$ cat config.mk
export PLATFORM = sky130hd
export DESIGN_NAME = axi2mem_rd_channel_gen
export DESIGN_NICKNAME = d
export VERILOG_FILES = /design/src/rtl/axi2mem_rd_channel_gen.sv
export SDC_FILE = /design/constraint.sdc
export NUM_CORES = 1
export LEC_CHECK = 0
export CAP_MARGIN = 25
export CORE_ASPECT_RATIO = 0.8
export CORE_UTILIZATION = 42
export CTS_CLUSTER_DIAMETER = 50
export DETAILED_ROUTE_END_ITERATION = 16
export GPL_TIMING_DRIVEN = 0
export PLACE_DENSITY_LB_ADDON = 0.08
export SLEW_MARGIN = 10
export SYNTH_ARGS = -nofsm -noshare
export SYNTH_HDL_FRONTEND = slang
export SYNTH_SLANG_ARGS = --single-unit
$ cat constraint.sdc
create_clock -name clk_i -period 5.4 [get_ports clk_i]
set_input_delay 0.81 -clock clk_i [delete_from_list [all_inputs] [get_ports clk_i]]
set_output_delay 0.81 -clock clk_i [all_outputs]
set_load 0.1 [all_outputs]
$ cat src/rtl/axi2mem_rd_channel_gen.sv
// ---------------------------------------------------------------------------
// axi2mem_rd_channel_gen
//
// AXI4 read-channel front end for axi2mem. Each accepted AR burst is split
// into per-beat commands that go out on NB_PORTS 32-bit memory command lanes
// (lane k carries beat address + 4*k). Returned memory beats are passed
// straight through to R. The ID of every accepted burst is queued until its
// last R beat has been handshaken.
//
// Optional feature macro: AXI2MEM_RD_WRAP_EN
//   defined     : WRAP bursts (len 1/3/7/15) wrap inside their aligned window
//   not defined : WRAP and the reserved burst encoding are treated as INCR
//
// Ports
//   clk_i, rst_i                    clock (rising edge), sync reset (active high)
//   axi_slave_ar_*                  AXI AR channel (valid/addr/len/burst/id/ready)
//   axi_slave_r_*                   AXI R channel (valid/data/resp/last/id/user/ready)
//   trans_id_o/add_o/req_o/last_o   per-lane memory command outputs
//   trans_gnt_i                     per-lane command queue can accept
//   data_dat_i/last_i/gnt_i         returned memory beat
//   data_req_o                      pop the returned beat
// ---------------------------------------------------------------------------
module axi2mem_rd_channel_gen #(
    parameter int AXI_ADDR_WIDTH = 32,
    parameter int AXI_DATA_WIDTH = 64,
    parameter int AXI_ID_WIDTH   = 3,
    parameter int AXI_USER_WIDTH = 6,
    parameter int TRANS_ID_WIDTH = 6,
    parameter int ID_FIFO_DEPTH  = 4
) (
    input  logic                                      clk_i,
    input  logic                                      rst_i,
    input  logic                                      axi_slave_ar_valid_i,
    input  logic [AXI_ADDR_WIDTH-1:0]                 axi_slave_ar_addr_i,
    input  logic [7:0]                                axi_slave_ar_len_i,
    input  logic [1:0]                                axi_slave_ar_burst_i,
    input  logic [AXI_ID_WIDTH-1:0]                   axi_slave_ar_id_i,
    output logic                                      axi_slave_ar_ready_o,
    output logic                                      axi_slave_r_valid_o,
    output logic [AXI_DATA_WIDTH-1:0]                 axi_slave_r_data_o,
    output logic [1:0]                                axi_slave_r_resp_o,
    output logic                                      axi_slave_r_last_o,
    output logic [AXI_ID_WIDTH-1:0]                   axi_slave_r_id_o,
    output logic [AXI_USER_WIDTH-1:0]                 axi_slave_r_user_o,
    input  logic                                      axi_slave_r_ready_i,
    output logic [(AXI_DATA_WIDTH/32)*TRANS_ID_WIDTH-1:0] trans_id_o,
    output logic [(AXI_DATA_WIDTH/32)*32-1:0]         trans_add_o,
    output logic [AXI_DATA_WIDTH/32-1:0]              trans_req_o,
    output logic [AXI_DATA_WIDTH/32-1:0]              trans_last_o,
    input  logic [AXI_DATA_WIDTH/32-1:0]              trans_gnt_i,
    input  logic [AXI_DATA_WIDTH-1:0]                 data_dat_i,
    input  logic                                      data_last_i,
    input  logic                                      data_gnt_i,
    output logic                                      data_req_o
);

    localparam int          NB_PORTS   = AXI_DATA_WIDTH / 32;
    localparam logic [31:0] BYTES      = 32'(AXI_DATA_WIDTH / 8);
    localparam logic [31:0] ALIGN_MASK = ~(BYTES - 32'd1);
    localparam int          PTR_W      = $clog2(ID_FIFO_DEPTH);

    typedef enum logic {IDLE, RUN} state_e;

    state_e                        state_q, state_d;
    logic [7:0]                    cnt_q, cnt_d;
    logic [7:0]                    len_q, len_d;
    logic [31:0]                   base_q, base_d;
    logic [1:0]                    burst_q, burst_d;
    logic [AXI_ID_WIDTH-1:0]       id_q, id_d;

    logic [AXI_ID_WIDTH-1:0]       fifo_mem_q [ID_FIFO_DEPTH];
    logic [PTR_W:0]                wr_ptr_q, rd_ptr_q;
    logic                          fifo_full, fifo_empty, fifo_push, fifo_pop;

    logic                          all_gnt;
    logic                          issue, last_beat;
    logic [31:0]                   beat_addr, run_addr, incr_addr;
    logic [AXI_ID_WIDTH-1:0]       beat_id;
    logic [TRANS_ID_WIDTH-1:0]     lane_id;
    logic                          r_valid;

    assign all_gnt = &trans_gnt_i;

    // Extra pointer MSB distinguishes full from empty when the indices match.
    assign fifo_empty = (wr_ptr_q == rd_ptr_q);
    assign fifo_full  = (wr_ptr_q[PTR_W] != rd_ptr_q[PTR_W]) &&
                        (wr_ptr_q[PTR_W-1:0] == rd_ptr_q[PTR_W-1:0]);

    // ---------------- beat address for RUN beats ----------------
    assign incr_addr = base_q + 32'(cnt_q) * BYTES;

`ifdef AXI2MEM_RD_WRAP_EN
    logic        wrap_ok;
    logic [31:0] wrap_mask;
    assign wrap_ok   = (burst_q == 2'b10) &&
                       ((len_q == 8'd1) || (len_q == 8'd3) || (len_q == 8'd7) || (len_q == 8'd15));
    assign wrap_mask = (32'(len_q) + 32'd1) * BYTES - 32'd1;
    assign run_addr  = (burst_q == 2'b00) ? base_q :
                       wrap_ok ? ((base_q & ~wrap_mask) | (incr_addr & wrap_mask)) :
                       incr_addr;
`else
    assign run_addr  = (burst_q == 2'b00) ? base_q : incr_addr;
`endif

    // ---------------- FSM next state / command outputs ----------------
    // NOTE: every signal assigned here gets a default first so no path can
    // leave it unassigned and infer a latch.
    always_comb begin
        state_d              = state_q;
        cnt_d                = cnt_q;
        len_d                = len_q;
        base_d               = base_q;
        burst_d              = burst_q;
        id_d                 = id_q;
        axi_slave_ar_ready_o = 1'b0;
        fifo_push            = 1'b0;
        issue                = 1'b0;
        last_beat            = 1'b0;
        beat_addr            = 32'd0;
        beat_id              = '0;

        case (state_q)
            IDLE: begin
                // Beat 0 goes out in the accept cycle, so AR needs every lane granted.
                axi_slave_ar_ready_o = axi_slave_ar_valid_i & all_gnt & ~fifo_full & ~rst_i;
                if (axi_slave_ar_ready_o) begin
                    issue     = 1'b1;
                    fifo_push = 1'b1;
                    beat_addr = 32'(axi_slave_ar_addr_i) & ALIGN_MASK;
                    beat_id   = axi_slave_ar_id_i;
                    base_d    = beat_addr;
                    len_d     = axi_slave_ar_len_i;
                    burst_d   = axi_slave_ar_burst_i;
                    id_d      = axi_slave_ar_id_i;
                    if (axi_slave_ar_len_i == 8'd0) begin
                        last_beat = 1'b1;
                    end else begin
                        cnt_d   = 8'd1;
                        state_d = RUN;
                    end
                end
            end
            RUN: begin
                beat_id = id_q;
                if (all_gnt && !rst_i) begin
                    issue     = 1'b1;
                    beat_addr = run_addr;
                    if (cnt_q == len_q) begin
                        last_beat = 1'b1;
                        cnt_d     = 8'd0;
                        state_d   = IDLE;
                    end else begin
                        cnt_d = cnt_q + 8'd1;
                    end
                end
            end
            default: state_d = IDLE;
        endcase
    end

    assign lane_id      = TRANS_ID_WIDTH'(beat_id);
    assign trans_id_o   = {NB_PORTS{lane_id}};
    assign trans_req_o  = {NB_PORTS{issue}};
    assign trans_last_o = {NB_PORTS{issue & last_beat}};

    always_comb begin
        trans_add_o = '0;
        for (int k = 0; k < NB_PORTS; k++) begin
            trans_add_o[k*32 +: 32] = issue ? (beat_addr + 32'(4 * k)) : 32'd0;
        end
    end

    // ---------------- R path ----------------
    assign r_valid             = data_gnt_i & ~rst_i;
    assign axi_slave_r_valid_o = r_valid;
    assign axi_slave_r_data_o  = data_dat_i;
    assign axi_slave_r_resp_o  = 2'b00;
    assign axi_slave_r_last_o  = data_last_i & r_valid;
    assign axi_slave_r_user_o  = '0;
    assign data_req_o          = r_valid & axi_slave_r_ready_i;
    assign fifo_pop            = data_req_o & data_last_i & ~fifo_empty;
    assign axi_slave_r_id_o    = fifo_empty ? '0 : fifo_mem_q[rd_ptr_q[PTR_W-1:0]];

    // ---------------- state registers ----------------
    // NOTE: sequential state uses non-blocking assignments so every register
    // samples the pre-edge values regardless of statement order.
    always_ff @(posedge clk_i) begin
        if (rst_i) begin
            state_q  <= IDLE;
            cnt_q    <= 8'd0;
            len_q    <= 8'd0;
            base_q   <= 32'd0;
            burst_q  <= 2'b00;
            id_q     <= '0;
            wr_ptr_q <= '0;
            rd_ptr_q <= '0;
        end else begin
            state_q  <= state_d;
            cnt_q    <= cnt_d;
            len_q    <= len_d;
            base_q   <= base_d;
            burst_q  <= burst_d;
            id_q     <= id_d;
            if (fifo_push) wr_ptr_q <= wr_ptr_q + 1'b1;
            if (fifo_pop)  rd_ptr_q <= rd_ptr_q + 1'b1;
        end
    end

    // NOTE: the ID storage is not reset; the pointers alone define which
    // entries are valid, and r_id reads zero while the FIFO is empty.
    always_ff @(posedge clk_i) begin
        if (fifo_push) begin
            fifo_mem_q[wr_ptr_q[PTR_W-1:0]] <= axi_slave_ar_id_i;
        end
    end

endmodule

==> results.md <==
* Result of the run: completed
* Synthesized area per cell at 8.103 sq um
* Clock group share of total power at 36.3%
* Number of clock sinks seen by CTS at 71
* Layout Area Growth over Synthesis at 49.66%
* Site row count at 34
* All-layer global routing usage at 23.01%
* Max-slew violation total from the final report at 0
* Post-route DRC violation count at 0
* Final setup violating endpoints at 0
* Yosys Warn Count at 0
* Footprint of the flip-flops and latches at 1541 sq um
* Fin nets at 956
* Port Buffer Count at 188
* Critical path required time at 4.59 ns
* CP max stage delay at 1.12 ns
* Final weighted congestion in routability-driven placement at 0.8785
* Core Util, Final at 66.04%
* Chip width at 123.0 um
* Largest clock skew in the final design at 0.004879 ns
* Startpoint types: flop
* Number of gates given a new drive strength after cts at 0
* Fraction of final layout cells with drive strength greater than 1 at 19.66%
* Fraction of power consumed by sequential logic at 32.4%
* Clock tree from TritonCTS: done
* First-pass GRT wire length at 21890 um
* Share of Yosys cell area claimed by the top area cell type at 24.01%
* Library cell with the largest summed area after synthesis: sky130_fd_sc_hd__dfxtp_1
* Buf/Inv on CP at 3
* Max-cap check violation count at 0
* Post-CTS setup buffer count at 0
* Post-layout minimum cycle time at 5.077 ns
* Number of enable flip-flop cells after synthesis at 12
* Detailed Route WL at 13940 um
* Gr ovfl total at 0
* Number of antenna violations at the first check in global routing at 0
* Library cell with the highest instance count after synthesis: sky130_fd_sc_hd__buf_4
* Half-perimeter wire length after detailed placement at 11210 um
* Starting utilization of the core area at 44.13%
* Proportion of power drawn by combinational gates at 31.3%
* Average wire per cell in the routed design at 14.32 um
* Full die area at 12150 sq um
* Measured slew at the worst slew-check pin at 1.008 ns
* Final hold vios at 0
* Share of flip-flops with an asynchronous set or reset at 0%
* Bufs on Longest Clock Path at 2
* Maximum level of the CTS H-tree at 3
* Final worst path period share at 94.01%
* 1st-iter DRT viols at 269
* Number of I/O pins at 276
* Max_slew headroom at 32.56%
* Fill cell count at 966
* Vertical extent of the die at 98.79 um
* Summed negative setup slack over all endpoints at 0 ns
* Power per standard cell area at 232.3 nW/um^2
* TritonCTS buffer count at 9
* Net load switching power at 646.8 uW
* Setup repair after global routing missed its margin: false
* CTS clock-pin slew for the worst setup and hold paths at 0.06 ns
* Crit path arrival time at 4.27 ns
* Classification of the worst-slack hold path: flop to flop
* Total iterations of the first detailed-routing run at 4
* Register bit count reported by yosys at 71
* Number of different library cells in the post-synthesis netlist at 52
* Average via count per standard cell at 4.877
* DRT antenna net count at 0
* Fmax at 0.1970 GHz
* Ant. Diodes at 0
* Share of the yosys chip area belonging to registers at 31.34%
* Maximum number of pins on one net before global-route repair at 16
* Critical-path cell list: ha_1, inv_1, fa_1, nor2b_1, o211a_1, o211ai_2, nor4_1, xnor2_1, o21ai_1, buf_4, clkdlybuf4s50_1
* Area of the multi-input gates at 2384 sq um
* P_leak at 0.002839 uW
* Core footprint at 11150 sq um
* Top cell family by delay on the critical path: buffers and inverters
* Biggest fanout along the worst timing path at 9
* Worst setup path category: flop to output pin
* Slowest cell on the critical path: sky130_fd_sc_hd__clkdlybuf4s50_1
* P_int at 1063 uW
* Kind of capture point of the worst setup path: output pin
* Post-synthesis instance area at 4918 sq um
* Clock root buffer: sky130_fd_sc_hd__clkbuf_16
* Post-synth top flop: sky130_fd_sc_hd__dfxtp_1
* Quantity of hold-fixing buffers added after cts at 0
* Most frequent cells after synthesis: 120 x sky130_fd_sc_hd__buf_4, 103 x sky130_fd_sc_hd__nand2_1, 59 x sky130_fd_sc_hd__dfxtp_1
* Leading cell types by total area after synthesis: sky130_fd_sc_hd__dfxtp_1 24%, sky130_fd_sc_hd__buf_4 18%, sky130_fd_sc_hd__nand2_1 7.9%, sky130_fd_sc_hd__edfxtp_1 7.3%, sky130_fd_sc_hd__xnor2_1 5.9%
* Worst-Skew Late Latency at 0.34 ns
* Number of global-route vias before repair at 4535
* Maximum vdd ir drop at 0.1516 mV
* Switch share at 37.83%
* Routed vias at 4745
* Cells after synthesis at 607
## cell type report
type | count | share of cell area [%]
plain buffers | 140 | 13.68
repair buffers | 188 | 25.57
well taps | 144 | 2.448
multi-input cells | 400 | 32.38
inverters | 14 | 0.7309
clock buffers | 9 | 3.060
flip-flops and latches | 71 | 20.94
clock inverters | 7 | 1.190
## cells by family after synthesis
logic type      after synthesis  share of synthesized area, %
simple gates                196                         18.14
buf+inv                     154                         21.57
compound gates              127                         16.38
flops                        71                         31.34
xor+xnor                     39                         6.945
fa+ha+maj                    15                         3.969
mux                           4                         1.577
other cells                   1                       0.07624
## flip-flops by register name (all words and copies together), names as in the netlist, named ones only
| register | count |
|---|---|
| base_q | 29 |
| fifo_mem_q | 12 |
| cnt_q | 8 |
| len_q | 8 |
| id_q | 3 |
| rd_ptr_q | 3 |
| wr_ptr_q | 3 |
| burst_q | 2 |
| state_q | 1 |
## power by group through the flow
stage | Clock (uW) | Sequential, uW | Combinational [uW]
floorplan | 0 | 563 | 419
finish | 620 | 554 | 536
global route | 651 | 555 | 553
CTS | 629 | 553 | 537
global placement | 0 | 565 | 533
detailed placement | 0 | 565 | 536
## stage by stage
stage / hold slack [ns] / cell area (sq um) / total power (uW) / setup slack, ns / cells
finish: 0.4555 / 7361 / 1710 / 0.3232 / 973
CTS: 0.4574 / 7361 / 1719 / 0.3337 / 973
global route: 0.4854 / 7361 / 1759 / 0.08674 / 973
detailed placement: 0.4489 / 7048 / 1101 / 0.6159 / 957
global placement: 0.4426 / 7048 / 1097 / 0.6044 / 957
floorplan: 0.4366 / 4986 / 982.4 / 0.006658 / 625
## worst paths after layout
path / startpoint / slack, ns / to / depth (start not counted)
worst min register to register: id_q[1] / 0.46 / id_q[1] / 2
worst min-delay path: id_q[1] / 0.46 / id_q[1] / 2
worst max register to register: wr_ptr_q[0] / 3.10 / fifo_mem_q[0][2] / 8
worst max-delay path: cnt_q[0] / 0.32 / trans_add_o[63] / 11
## routing by layer
| layer | part of all wire, % | track usage [%] | up-vias |
|---|---|---|---|
| met5 | 0 | 0 | - |
| met4 | 0.75 | 5.190 | 0 |
| met3 | 5.5 | 4.282 | 9 |
| met2 | 49 | 39.41 | 179 |
| met1 | 45 | 29.91 | 2185 |
| li1 | - | - | 2372 |
## worst register-to-register path: cells and delay by family (launching register included)
family	cells	cell delay, ns
simple gates	2	0.40
compound gates	1	0.55
buf+inv	4	0.54
xor+xnor	1	0.12
flops	1	0.44
## layout by cell type, fill, tap and decap left out, types with 9 or more instances in the layout
master                            Yosys  layout
sky130_fd_sc_hd__dfxtp_1             59      59
sky130_fd_sc_hd__buf_4              120     120
sky130_fd_sc_hd__nand2_1            103     103
sky130_fd_sc_hd__o21ai_1              3       9
sky130_fd_sc_hd__clkbuf_1            10      10
sky130_fd_sc_hd__o21ai_0             31      25
sky130_fd_sc_hd__inv_1               12      12
sky130_fd_sc_hd__nand3_1             18      18
sky130_fd_sc_hd__nor2_1              27      27
sky130_fd_sc_hd__clkdlybuf4s50_1      0     188
sky130_fd_sc_hd__conb_1               1      19
sky130_fd_sc_hd__a21oi_1             57      57
sky130_fd_sc_hd__xnor2_1             33      33
sky130_fd_sc_hd__ha_1                14      14
sky130_fd_sc_hd__nor2b_1              9       9
sky130_fd_sc_hd__edfxtp_1            12      12
sky130_fd_sc_hd__clkbuf_16            0       9
Note: power is estimated with default switching activity, not from simulation.
